File: src/rtl/fft_ram_reader.sv
// rtl/fft_ram_reader.sv - read sequencer that sweeps the FFT RAM and streams words through a credit-controlled skid FIFO
module fft_ram_reader #(
  parameter int DWL         = 16,
  parameter int AWL         = 8,
  parameter int RD_LATENCY  = 1,
  parameter int BIT_REVERSE = 0,
  parameter int FIFO_DEPTH  = RD_LATENCY + 2
) (
  input  logic           CLK,
  input  logic           RST,
  input  logic           i_START,
  input  logic [AWL-1:0] i_LAST_ADDR,
  output logic           o_BUSY,
  output logic           o_DONE,
  output logic           o_RAM_EN,
  output logic           o_RAM_WrE,
  output logic [AWL-1:0] o_RAM_ADDR,
  input  logic [DWL-1:0] i_RAM_DATA,
  output logic [DWL-1:0] o_DATA,
  output logic           o_VALID,
  input  logic           i_READY,
  output logic           o_LAST
);

  localparam int CW = $clog2(FIFO_DEPTH + 1) + 1;
  localparam int PW = (FIFO_DEPTH > 1) ? $clog2(FIFO_DEPTH) : 1;
  localparam logic [CW-1:0] DEPTH_C = CW'(FIFO_DEPTH);

  typedef enum logic [1:0] {S_IDLE, S_READ, S_DRAIN, S_DONE} state_t;

  state_t                state, state_nxt;
  logic [AWL-1:0]        last_addr, cnt, issue_idx, issue_rev, issue_addr;
  logic                  issue, issue_last, issued_all, ram_last;
  logic [RD_LATENCY-1:0] pipe_vld, pipe_lst;
  logic [DWL-1:0]        fifo_data [FIFO_DEPTH];
  logic                  fifo_lst  [FIFO_DEPTH];
  logic [PW-1:0]         rd_ptr, wr_ptr;
  logic [CW-1:0]         fifo_cnt, inflight, occ_after_pop;
  logic                  push, pop;

  function automatic logic [PW-1:0] ptr_inc(input logic [PW-1:0] p);
    return (p == PW'(FIFO_DEPTH - 1)) ? '0 : p + 1'b1;
  endfunction

  assign o_RAM_WrE = 1'b0;
  assign o_BUSY    = (state == S_READ) || (state == S_DRAIN);
  assign o_DONE    = (state == S_DONE);
  assign o_VALID   = (fifo_cnt != '0);
  assign o_DATA    = fifo_data[rd_ptr];
  assign o_LAST    = o_VALID & fifo_lst[rd_ptr];
  assign pop       = o_VALID & i_READY;
  assign push      = pipe_vld[RD_LATENCY-1];

  // Credit: every issued read owns a FIFO slot from the moment o_RAM_EN rises
  always_comb begin
    inflight = CW'(o_RAM_EN);
    for (int i = 0; i < RD_LATENCY; i++) begin
      inflight = inflight + CW'(pipe_vld[i]);
    end
    occ_after_pop = fifo_cnt + inflight - CW'(pop);
  end

  always_comb begin
    for (int j = 0; j < AWL; j++) begin
      issue_rev[j] = issue_idx[AWL-1-j];
    end
    issue_addr = (BIT_REVERSE != 0) ? issue_rev : issue_idx;
  end

  // The first read leaves on the start edge so o_RAM_EN rises the cycle after i_START
  always_comb begin
    state_nxt  = state;
    issue      = 1'b0;
    issue_idx  = cnt;
    issue_last = (cnt == last_addr);
    case (state)
      S_IDLE: begin
        issue_idx  = '0;
        issue_last = (i_LAST_ADDR == '0);
        if (i_START) begin
          state_nxt = S_READ;
          issue     = 1'b1;
        end
      end
      S_READ: begin
        if (issued_all) state_nxt = S_DRAIN;
        else if (occ_after_pop < DEPTH_C) issue = 1'b1;
      end
      S_DRAIN: if (pop && o_LAST) state_nxt = S_DONE;
      S_DONE:  state_nxt = S_IDLE;
      default: state_nxt = S_IDLE;
    endcase
  end

  always_ff @(posedge CLK or posedge RST) begin
    if (RST) begin
      state      <= S_IDLE;
      last_addr  <= '0;
      cnt        <= '0;
      issued_all <= 1'b0;
      o_RAM_EN   <= 1'b0;
      o_RAM_ADDR <= '0;
      ram_last   <= 1'b0;
    end else begin
      state    <= state_nxt;
      o_RAM_EN <= issue;
      ram_last <= issue & issue_last;
      if (issue) begin
        o_RAM_ADDR <= issue_addr;
        if (!issue_last) cnt <= issue_idx + 1'b1;
      end
      if (state == S_IDLE) begin
        issued_all <= issue & issue_last;
        if (i_START) last_addr <= i_LAST_ADDR;
      end else if (issue && issue_last) begin
        issued_all <= 1'b1;
      end
    end
  end

  // Capture follows the flag pipe, never data changes on the RAM output register
  always_ff @(posedge CLK or posedge RST) begin
    if (RST) begin
      pipe_vld <= '0;
      pipe_lst <= '0;
      rd_ptr   <= '0;
      wr_ptr   <= '0;
      fifo_cnt <= '0;
      for (int i = 0; i < FIFO_DEPTH; i++) begin
        fifo_data[i] <= '0;
        fifo_lst[i]  <= 1'b0;
      end
    end else begin
      pipe_vld[0] <= o_RAM_EN;
      pipe_lst[0] <= ram_last;
      for (int i = 1; i < RD_LATENCY; i++) begin
        pipe_vld[i] <= pipe_vld[i-1];
        pipe_lst[i] <= pipe_lst[i-1];
      end
      if (push) begin
        fifo_data[wr_ptr] <= i_RAM_DATA;
        fifo_lst[wr_ptr]  <= pipe_lst[RD_LATENCY-1];
        wr_ptr            <= ptr_inc(wr_ptr);
      end
      if (pop) rd_ptr <= ptr_inc(rd_ptr);
      fifo_cnt <= fifo_cnt + CW'(push) - CW'(pop);
    end
  end

endmodule

File: config.mk
export PLATFORM = sky130hd
export DESIGN_NAME = fft_ram_reader
export DESIGN_NICKNAME = d
export VERILOG_FILES = /design/src/rtl/fft_ram_reader.sv
export SDC_FILE = /design/constraint.sdc
export NUM_CORES = 1
export LEC_CHECK = 0
export BUFFER_PORTS_ARGS = -buffer_cell sky130_fd_sc_hd__buf_2
export CORE_UTILIZATION = 52
export DETAILED_ROUTE_END_ITERATION = 16
export GPL_ROUTABILITY_DRIVEN = 0
export PLACE_DENSITY = 0.73
export SLEW_MARGIN = 20
export SYNTH_ARGS = -nofsm -noshare
export SYNTH_HDL_FRONTEND = slang
export SYNTH_SLANG_ARGS = --single-unit
File: constraint.sdc
create_clock -name CLK -period 4.2 [get_ports CLK]
set_input_delay 0.63 -clock CLK [delete_from_list [all_inputs] [get_ports CLK]]
set_output_delay 0.63 -clock CLK [all_outputs]
set_load 0.05 [all_outputs]
==> flow_metrics.env, run 1 <==
export IMPL_powerDensity_nw_per_um2=480
export IMPL_max_freq_ghz=0.269
export IMPL_post_cts_buffers=0
export IMPL_root_buffer="clkbuf_8"
export IMPL_synth_top_area_share_pct=53.3
export IMPL_grt_pass1_vias=2816
export IMPL_synth_largest_area_cell="dfrtp_1"
export IMPL_syn2layout_area_growth_pct=13.5
export IMPL_syn_avg_cell_area_um2=12.2
export IMPL_preCtsSetupSlack_ns=0.490
export IMPL_status="complete, no violations"
export IMPL_synth_nets=380
export IMPL_grt_ovfl_total=0
export IMPL_track_usage_pct=21.1
export IMPL_start_util_pct=53.8
export IMPL_top_level_ports=58
export IMPL_ys_seq_elements=89
export IMPL_wirelength_um=7930
export IMPL_drtAntennaViolNets=0
export IMPL_worstSetupEndpointType="register"
export IMPL_wl_per_cell_um=15.8
export IMPL_clock_sinks=89
export IMPL_cts_buffers=9
export IMPL_yosysWarnings=0
export IMPL_synth_top_cells_by_count="dfrtp_1 (89), mux2_2 (62), nand2_1 (26), o21ai_0 (22)"
export IMPL_die_w_um=91.6
export IMPL_yosysMostFrequentCell="dfrtp_1"
export IMPL_leakage_nw=2.32
export IMPL_critPathRequiredTime_ns=4.44
export IMPL_yosysSeqAreaShare_pct=53.3
export IMPL_clk_pin_slew_ns=0.09
export IMPL_max_slew_margin_pct=34.1
export IMPL_cts_tree="built"
export IMPL_grt_max_degree=53
export IMPL_synthArstFlopShare_pct=100
export IMPL_netlist_area_um2=4180
export IMPL_ir_worst_vdd_mv=0.219
export IMPL_io_buffers=56
export IMPL_dr_pass1_iters=4
export IMPL_rows=32
export IMPL_synth_flop_cell="dfrtp_1"
export IMPL_worstPathMaxFanout=8
export IMPL_skew_ns=0.0102
export IMPL_holdWs_ns=0.336
export IMPL_drive_gt1_share_pct=36.1
export IMPL_min_path_type="primary input to asynchronous set/reset pin"
export IMPL_vias=2739
export IMPL_final_nets=433
export IMPL_finish_utilization_pct=61.0
export IMPL_place_inst=485
export IMPL_synthTopCellsByArea="dfrtp_1 (53%), mux2_2 (17%), mux2i_1 (4.1%), o21ai_0 (2.6%), ha_1 (2.4%)"
export IMPL_drv_slew=0
export IMPL_cts_hold_buf=0
export IMPL_grt_antenna_before_repair=0
export IMPL_tightest_slew_ns=0.985
export IMPL_syn_instance_count=341
export IMPL_clock_latency_ns=0.35
export IMPL_synth_edff_count=0
export IMPL_antennaDiodeCount=0
export IMPL_core_area_um2=7770
export IMPL_htreeDepth=3
export IMPL_vias_per_cell=5.47
export IMPL_post_dp_hpwl_um=5560
export IMPL_start_kind="register"
export IMPL_maxCapViolations=0
export IMPL_cp_arrival_ns=3.95
export IMPL_cts_buffer_depth=2
export IMPL_layout_cells_non_filler=501
export IMPL_drtIter0Drc=106
export IMPL_fin_crit_ns=3.71
export IMPL_die_h_um=91.6
export IMPL_synthDistinctLibCells=46
export IMPL_finalCritPeriodShare_pct=88.4
export IMPL_grt_pass1_wl_um=13600
export IMPL_fin_tns_setup_ns=0
export IMPL_criticalPathCategory="register to register"
export IMPL_setup_viol=0
export IMPL_setup_ws_ns=0.485
export IMPL_rsz0062_at_grt="no"
export IMPL_drcViolationCount=0
export IMPL_finalHoldViolCount=0
export IMPL_cts_resized=0
export IMPL_die_area_um2=8390
-- placed cells by master, fill, tap and decap left out, types with 2 or more instances in the layout --
cell        n
nor2b_1     5
nand3_1     6
nor4_1      3
nor2_1      8
buf_4       5
mux2i_1    17
nand2b_1    4
mux2_2     62
clkbuf_8    9
nor3b_1     2
a2bb2oi_1   2
nand2_1    26
inv_1      16
ha_1        8
o21ai_0    22
dfrtp_1    89
a22o_1      7
xnor2_1     9
o31ai_1     3
clkinv_2    2
clkinv_4    3
a21o_1      2
buf_2      56
or3_1       3
nor3_1      3
fa_1        3
-- cells by family after synthesis --
group                      synth area share, %
buffers and inverters                     3.56
AOI/OAI and AO/OA                         7.37
other                                   0.0898
DFF                                       53.3
muxes                                     20.8
adders and majority gates                 3.83
xor gates and xnor gates                  2.70
and+or+nand+nor                           8.33
-- layer usage --
layer | vias to the layer above | track usage (%) | wire, µm | share of wire, %
met1 | 1379 | 29.4 | 3760 | 47
met4 | 0 | 7.14 | 58 | 0.73
li1 | 1297 | - | - | -
met3 | 4 | 5.56 | 371 | 4.7
met5 | - | 0 | 0 | 0
met2 | 59 | 32.2 | 3740 | 47
-- flip-flops by register name, indices dropped and copies added (netlist names), 2 cells and up --
name and cells:
fifo_cnt 3, fifo_data 48, fifo_lst 3, state 2, wr_ptr 2, rd_ptr 2
o_RAM_ADDR 8, last_addr 8, cnt 8
-- report_power, final --
group	total [W]	internal, W	switching [W]
registers	0.000954	0.000897	0.0000573
logic	0.000743	0.000235	0.000508
clock network	0.000579	0.000277	0.000302
total	0.00228	0.00141	0.000867
-- worst max-delay path, stage by stage, from the launching register on --
cell,delay [ns]
dfrtp_1,0.45
or3_1,0.44
nand2_1,0.16
inv_1,0.10
ha_1,0.29
fa_1,0.36
inv_1,0.08
fa_1,0.41
nand2b_1,0.12
a41oi_2,0.14
or2_0,0.33
or2_1,0.35
a221o_1,0.38
-- per-stage QoR --
| step | area (µm²) | total power, W |
|---|---|---|
| detailed placement | 4540 | 0.00172 |
| global route | 4740 | 0.00240 |
| global placement | 4540 | 0.00170 |
| finish | 4740 | 0.00228 |
| CTS | 4740 | 0.00230 |
| floorplan | 4180 | 0.00154 |
-- final cells by class --
type                       count  area [µm²]
multi-input combinational    216        1810
clock inverter                 6        68.8
inverter                      17        65.1
fill                         631        3030
sequential                    89        2230
timing repair buffer          61         318
clock buffer                  10         128
tap                          102         128
-- final timing paths --
path                                       startpoint                        end  slack (ns)  depth (start not counted)
worst min register to register     ram_last$_DFF_PP0_         pipe_lst$_DFF_PP0_        0.36                          0
min in group CLK                   ram_last$_DFF_PP0_         pipe_lst$_DFF_PP0_        0.36                          0
worst max register to register  fifo_cnt[1]$_DFF_PP0_         cnt[5]$_DFFE_PP0P_        0.49                         12
worst max-delay path            fifo_cnt[1]$_DFF_PP0_         cnt[5]$_DFFE_PP0P_        0.49                         12
worst min-delay path                              RST  fifo_data[46]$_DFFE_PP0P_        0.34                          2
max in group asynchronous                         RST  o_RAM_ADDR[4]$_DFFE_PP0P_        2.80                          3
No activity file was read; power rests on OpenSTA's default activity.
==> inputs of run 2 (changes only) <==
Settings changed: CAP_MARGIN from default to 0, CTS_BUF_LIST from default to sky130_fd_sc_hd__clkbuf_4.
==> run 2 against run 1 <==
  * Design area down 1.1%
  * Register-to-register slack about the same
  * Sequential power about the same
  * Clock skew up 0.0055 ns
  * Power down 4.3%
  * Die area unchanged
  * Combinational power about the same
  * Non-clock buffer count unchanged
  * Hold slack worse by 0.098 ns
  * Fmax about the same
  * Final cell count unchanged
  * First-iteration DRC count down 8.5%
  * Highest routed layer unchanged
==> flow_metrics.env, run 2 (synthesis results as in run 1) <==
export IMPL_die_h_um=91.6
export IMPL_cts_hold_buf=0
export IMPL_cts_tree="built"
export IMPL_start_util_pct=53.8
export IMPL_grt_pass1_vias=2809
export IMPL_layout_commonest_cell="dfrtp_1"
export IMPL_finalCritPeriodShare_pct=88.5
export IMPL_grt_max_degree=53
export IMPL_startpoint="fifo_cnt[1]$_DFF_PP0_"
export IMPL_drtIter0Drc=97
export IMPL_grt_ovfl_total=0
export IMPL_io_buffers=56
export IMPL_root_buffer="clkbuf_4"
export IMPL_setup_viol=0
export IMPL_max_freq_ghz=0.269
export IMPL_fill_cells=631
export IMPL_htreeDepth=3
export IMPL_die_area_um2=8390
export IMPL_cts_resized=0
export IMPL_largest_reg_flops=48
export IMPL_drv_slew=0
export IMPL_post_cts_buffers=0
export IMPL_final_cell_mix="dfrtp_1 (89), mux2_2 (62), buf_2 (56)"
export IMPL_antennaDiodeCount=0
export IMPL_leakage_nw=2.30
export IMPL_drtAntennaViolNets=0
export IMPL_drive_gt1_share_pct=36.3
export IMPL_rows=32
export IMPL_die_w_um=91.6
export IMPL_wirelength_um=7890
export IMPL_criticalPathCategory="register to register"
export IMPL_status="complete, no violations"
export IMPL_post_dp_hpwl_um=5560
export IMPL_cp_arrival_ns=4.05
export IMPL_track_usage_pct=20.9
export IMPL_preCtsSetupSlack_ns=0.490
export IMPL_top_level_ports=58
export IMPL_dr_pass1_iters=4
export IMPL_clock_latency_ns=0.45
export IMPL_holdWs_ns=0.238
export IMPL_critPathRequiredTime_ns=4.53
export IMPL_fin_tns_setup_ns=0
export IMPL_clock_sinks=89
export IMPL_rsz0062_at_grt="no"
export IMPL_clk_pin_slew_ns=0.15
export IMPL_maxCapViolations=0
export IMPL_finalHoldViolCount=0
export IMPL_min_path_type="primary input to asynchronous set/reset pin"
export IMPL_worstSetupEndpointType="register"
export IMPL_top_register="fifo_data"
export IMPL_fin_area_um2=4690
export IMPL_wl_per_cell_um=15.8
export IMPL_placed_area_um2=4540
export IMPL_fin_crit_ns=3.72
export IMPL_vias=2729
export IMPL_core_area_um2=7770
export IMPL_grt_pass1_wl_um=13600
export IMPL_worstReg2RegStart="fifo_cnt[1]$_DFF_PP0_"
export IMPL_max_slew_margin_pct=34.2
export IMPL_ir_worst_vdd_mv=0.219
export IMPL_powerDensity_nw_per_um2=465
export IMPL_vias_per_cell=5.45
export IMPL_grt_antenna_before_repair=0
export IMPL_start_kind="register"
export IMPL_setup_ws_ns=0.484
export IMPL_final_nets=433
export IMPL_worstPathMaxFanout=8
export IMPL_syn2layout_area_growth_pct=12.2
export IMPL_skew_ns=0.0157
export IMPL_tightest_slew_ns=0.985
export IMPL_drcViolationCount=0
export IMPL_cts_buffers=9
export IMPL_cts_buffer_depth=2
run 2: metrics by stage:
step,total power [W],instances,util [%]
after floorplan,0.00154,341,-
after global placement,0.00170,485,58.5
after detailed placement,0.00172,485,58.5
after CTS,0.00220,501,60.3
after global routing,0.00230,501,60.3
final,0.00218,501,60.3
run 2: worst paths after layout:
check	to	slack, ns	cells after the start
setup reg to reg	cnt[5]$_DFFE_PP0P_	0.48	12
max in group asynchronous	fifo_data[32]$_DFFE_PP0P_	2.88	3
setup / recovery	cnt[5]$_DFFE_PP0P_	0.48	12
hold reg to reg	pipe_lst$_DFF_PP0_	0.36	0
min in group CLK	pipe_lst$_DFF_PP0_	0.36	0
hold / removal	fifo_data[40]$_DFFE_PP0P_	0.24	2
run 2: report_power, final:
group / internal, W / total (W) / switching (W)
Clock: 0.000190 / 0.000480 / 0.000290
Sequential: 0.000898 / 0.000954 / 0.0000566
Combinational: 0.000235 / 0.000743 / 0.000508
Total: 0.00132 / 0.00218 / 0.000855
run 2: layer usage:
layer,up-vias,GRT usage [%],part of all wire [%]
met2,55,31.8,46
met4,0,9.39,1.9
met1,1360,29.7,48
met3,10,3.48,4.2
li1,1304,-,-
met5,-,0,0
run 2: area by class of cell:
type,count,area [µm²],share of cell area (%)
clock inverter,6,68.8,1.47
sequential,89,2230,47.5
inverter,17,65.1,1.39
multi-input combinational,216,1810,38.5
clock buffer,10,75.1,1.60
timing repair buffer,61,318,6.78
tap,102,128,2.72
run 2: worst max-delay path, stage by stage (launching register included):
cell and delay, ns:
dfrtp_1 0.47, or3_1 0.44, nand2_1 0.16, inv_1 0.10, ha_1 0.29, fa_1 0.36, inv_1 0.08, fa_1 0.41
nand2b_1 0.12, a41oi_2 0.13, or2_0 0.33, or2_1 0.35, a221o_1 0.38
==> inputs of run 3 (changes only) <==
Settings changed: CORE_UTILIZATION 52 to 40, PLACE_DENSITY 0.73 to default.
==> run 3 against run 2 <==
  * Setup slack got worse by 0.035 ns
  * Non-clock buffer count grew 1
  * Critical path depth unchanged
  * Via count shrank 0.11%
  * Clock-buffer cell count is the same
  * Wire length rose by 6.3%
  * Flip-flop and latch count is the same
  * Clock skew rose by 0.0039 ns
  * Sequential power shrank 0.9%
  * Clock power shrank 1%
  * Power is essentially flat
  * Sequential share of layout area shrank 0.34 points
  * Critical path type unchanged
==> flow_metrics.env, run 3 (synthesis results as in run 1) <==
export IMPL_status="complete, no violations"
export IMPL_grt_pass1_wl_um=14500
export IMPL_critPathMaxStageDelay_ns=0.47
export IMPL_fin_tns_setup_ns=0
export IMPL_cts_hold_buf=0
export IMPL_reg2reg_slack_ns=0.45
export IMPL_rows=36
export IMPL_clk_pin_slew_ns=0.14
export IMPL_io_buffers=56
export IMPL_antennaDiodeCount=0
export IMPL_vias_per_cell=5.12
export IMPL_slowest_stage="dfrtp_1"
export IMPL_die_h_um=104
export IMPL_path_delay_family="simple AND/OR/NAND/NOR gates"
export IMPL_top_level_ports=58
export IMPL_wirelength_um=8390
export IMPL_cp_arrival_ns=4.07
export IMPL_multi_input_area_um2=1810
export IMPL_skew_ns=0.0196
export IMPL_rr_worst_depth=12
export IMPL_worstPathMaxFanout=8
export IMPL_grt_max_degree=48
export IMPL_finalHoldViolCount=0
export IMPL_startpoint="fifo_cnt[1]$_DFF_PP0_"
export IMPL_clock_latency_ns=0.43
export IMPL_vias=2726
export IMPL_worstReg2RegStart="fifo_cnt[1]$_DFF_PP0_"
export IMPL_criticalPathCategory="register to register"
export IMPL_grt_pass1_vias=2816
export IMPL_path_depth=12
export IMPL_finalCritPeriodShare_pct=89.3
export IMPL_crit_end="cnt[5]$_DFFE_PP0P_"
export IMPL_start_kind="register"
export IMPL_cts_buffers=9
export IMPL_critPathRequiredTime_ns=4.52
export IMPL_worstSetupEndpointType="register"
export IMPL_layout_cells_non_filler=532
export IMPL_layout_commonest_cell="dfrtp_1"
export IMPL_rsz0062_at_grt="no"
export IMPL_fill_cells=934
export IMPL_largest_reg_flops=48
export IMPL_drcViolationCount=0
export IMPL_path_buf_inv=2
export IMPL_dr_pass1_iters=4
export IMPL_maxCapViolations=0
export IMPL_final_nets=434
export IMPL_final_cell_mix="dfrtp_1 (89), mux2_2 (62), buf_2 (56)"
export IMPL_track_usage_pct=17.2
export IMPL_r2r_end="cnt[5]$_DFFE_PP0P_"
export IMPL_top_register="fifo_data"
export IMPL_syn2layout_area_growth_pct=13.0
export IMPL_powerDensity_nw_per_um2=461
export IMPL_drtAntennaViolNets=0
export IMPL_grt_antenna_before_repair=0
export IMPL_post_cts_buffers=0
export IMPL_place_inst=517
export IMPL_wl_per_cell_um=15.8
export IMPL_drive_gt1_share_pct=36.1
export IMPL_die_area_um2=10900
export IMPL_core_area_um2=9950
export IMPL_cts_resized=0
export IMPL_clock_sinks=89
export IMPL_root_buffer="clkbuf_4"
export IMPL_regArea_um2=2230
export IMPL_max_freq_ghz=0.267
export IMPL_htreeDepth=3
export IMPL_tightest_slew_ns=0.992
export IMPL_die_w_um=104
export IMPL_ir_worst_vdd_mv=0.183
export IMPL_cts_buffer_depth=2
export IMPL_post_dp_hpwl_um=5950
export IMPL_setup_viol=0
export IMPL_fin_crit_ns=3.75
export IMPL_leakage_nw=2.31
export IMPL_max_slew_margin_pct=33.7
export IMPL_min_path_type="primary input to asynchronous set/reset pin"
export IMPL_drtIter0Drc=109
export IMPL_path_cells="or3_1, nand2_1, inv_1, ha_1, fa_1, inv_1, fa_1, nand2b_1, a41oi_2, or2_0, or2_1, a221o_1"
export IMPL_grt_ovfl_total=0
export IMPL_drv_slew=0
export IMPL_cts_tree="built"
export IMPL_start_util_pct=42.0
## run 3: changes by cell type in the layout (fill, tap and decap cells not counted), sizes merged
cell,before,now
inv,16,17
clkinv,5,4
buf,61,62
clkinvlp,1,0
## run 3: layout make-up
class | instances | share of cell area, %
Clock inverter | 5 | 1.19
Timing Repair Buffer | 62 | 6.89
Clock buffer | 10 | 1.59
Multi-Input combinational cell | 216 | 38.2
Tap cell | 133 | 3.53
Sequential cell | 89 | 47.2
Inverter | 17 | 1.38
## run 3: where the power goes
part / switching, W / internal, W / total [W]
sequential: 0.0000466 / 0.000898 / 0.000945
clock: 0.000289 / 0.000186 / 0.000475
combinational: 0.000519 / 0.000239 / 0.000758
total: 0.000855 / 0.00132 / 0.00218
## run 3: worst min path at each step
stage	to	slack, ns	depth (start not counted)
after global routing	fifo_data[12]$_DFFE_PP0P_	0.36	2
after floorplan	pipe_lst$_DFF_PP0_	0.33	0
after detailed placement	pipe_lst$_DFF_PP0_	0.35	0
final	fifo_data[12]$_DFFE_PP0P_	0.31	2
after CTS	fifo_data[44]$_DFFE_PP0P_	0.30	2
after global placement	pipe_lst$_DFF_PP0_	0.33	0
## run 3: metrics by stage
stage | total power [W] | hold slack, ns | utilization [%] | worst slack [ns] | instance area, µm²
after floorplan | 0.00154 | 0.331 | - | 0.372 | 4180
after global placement | 0.00172 | 0.332 | 46.1 | 0.587 | 4590
after detailed placement | 0.00173 | 0.348 | 46.1 | 0.492 | 4590
after CTS | 0.00222 | 0.296 | 47.4 | 0.451 | 4720
after global routing | 0.00230 | 0.362 | 47.4 | 0.222 | 4720
final | 0.00218 | 0.310 | 47.4 | 0.449 | 4720
## run 3: routing by layer
metal  vias up  wire, µm  GRT usage [%]
met5         -         0              0
met4         0        87           6.12
met3         7       322           4.14
met2        48      3930           26.3
met1      1368      4050           23.7
li1       1303         -              -
## run 3: worst reg2reg max path, cell delays in order, from the launching register on
cell	delay [ns]
dfrtp_1	0.47
or3_1	0.43
nand2_1	0.16
inv_1	0.10
ha_1	0.29
fa_1	0.36
inv_1	0.08
fa_1	0.42
nand2b_1	0.13
a41oi_2	0.13
or2_0	0.34
or2_1	0.35
a221o_1	0.37
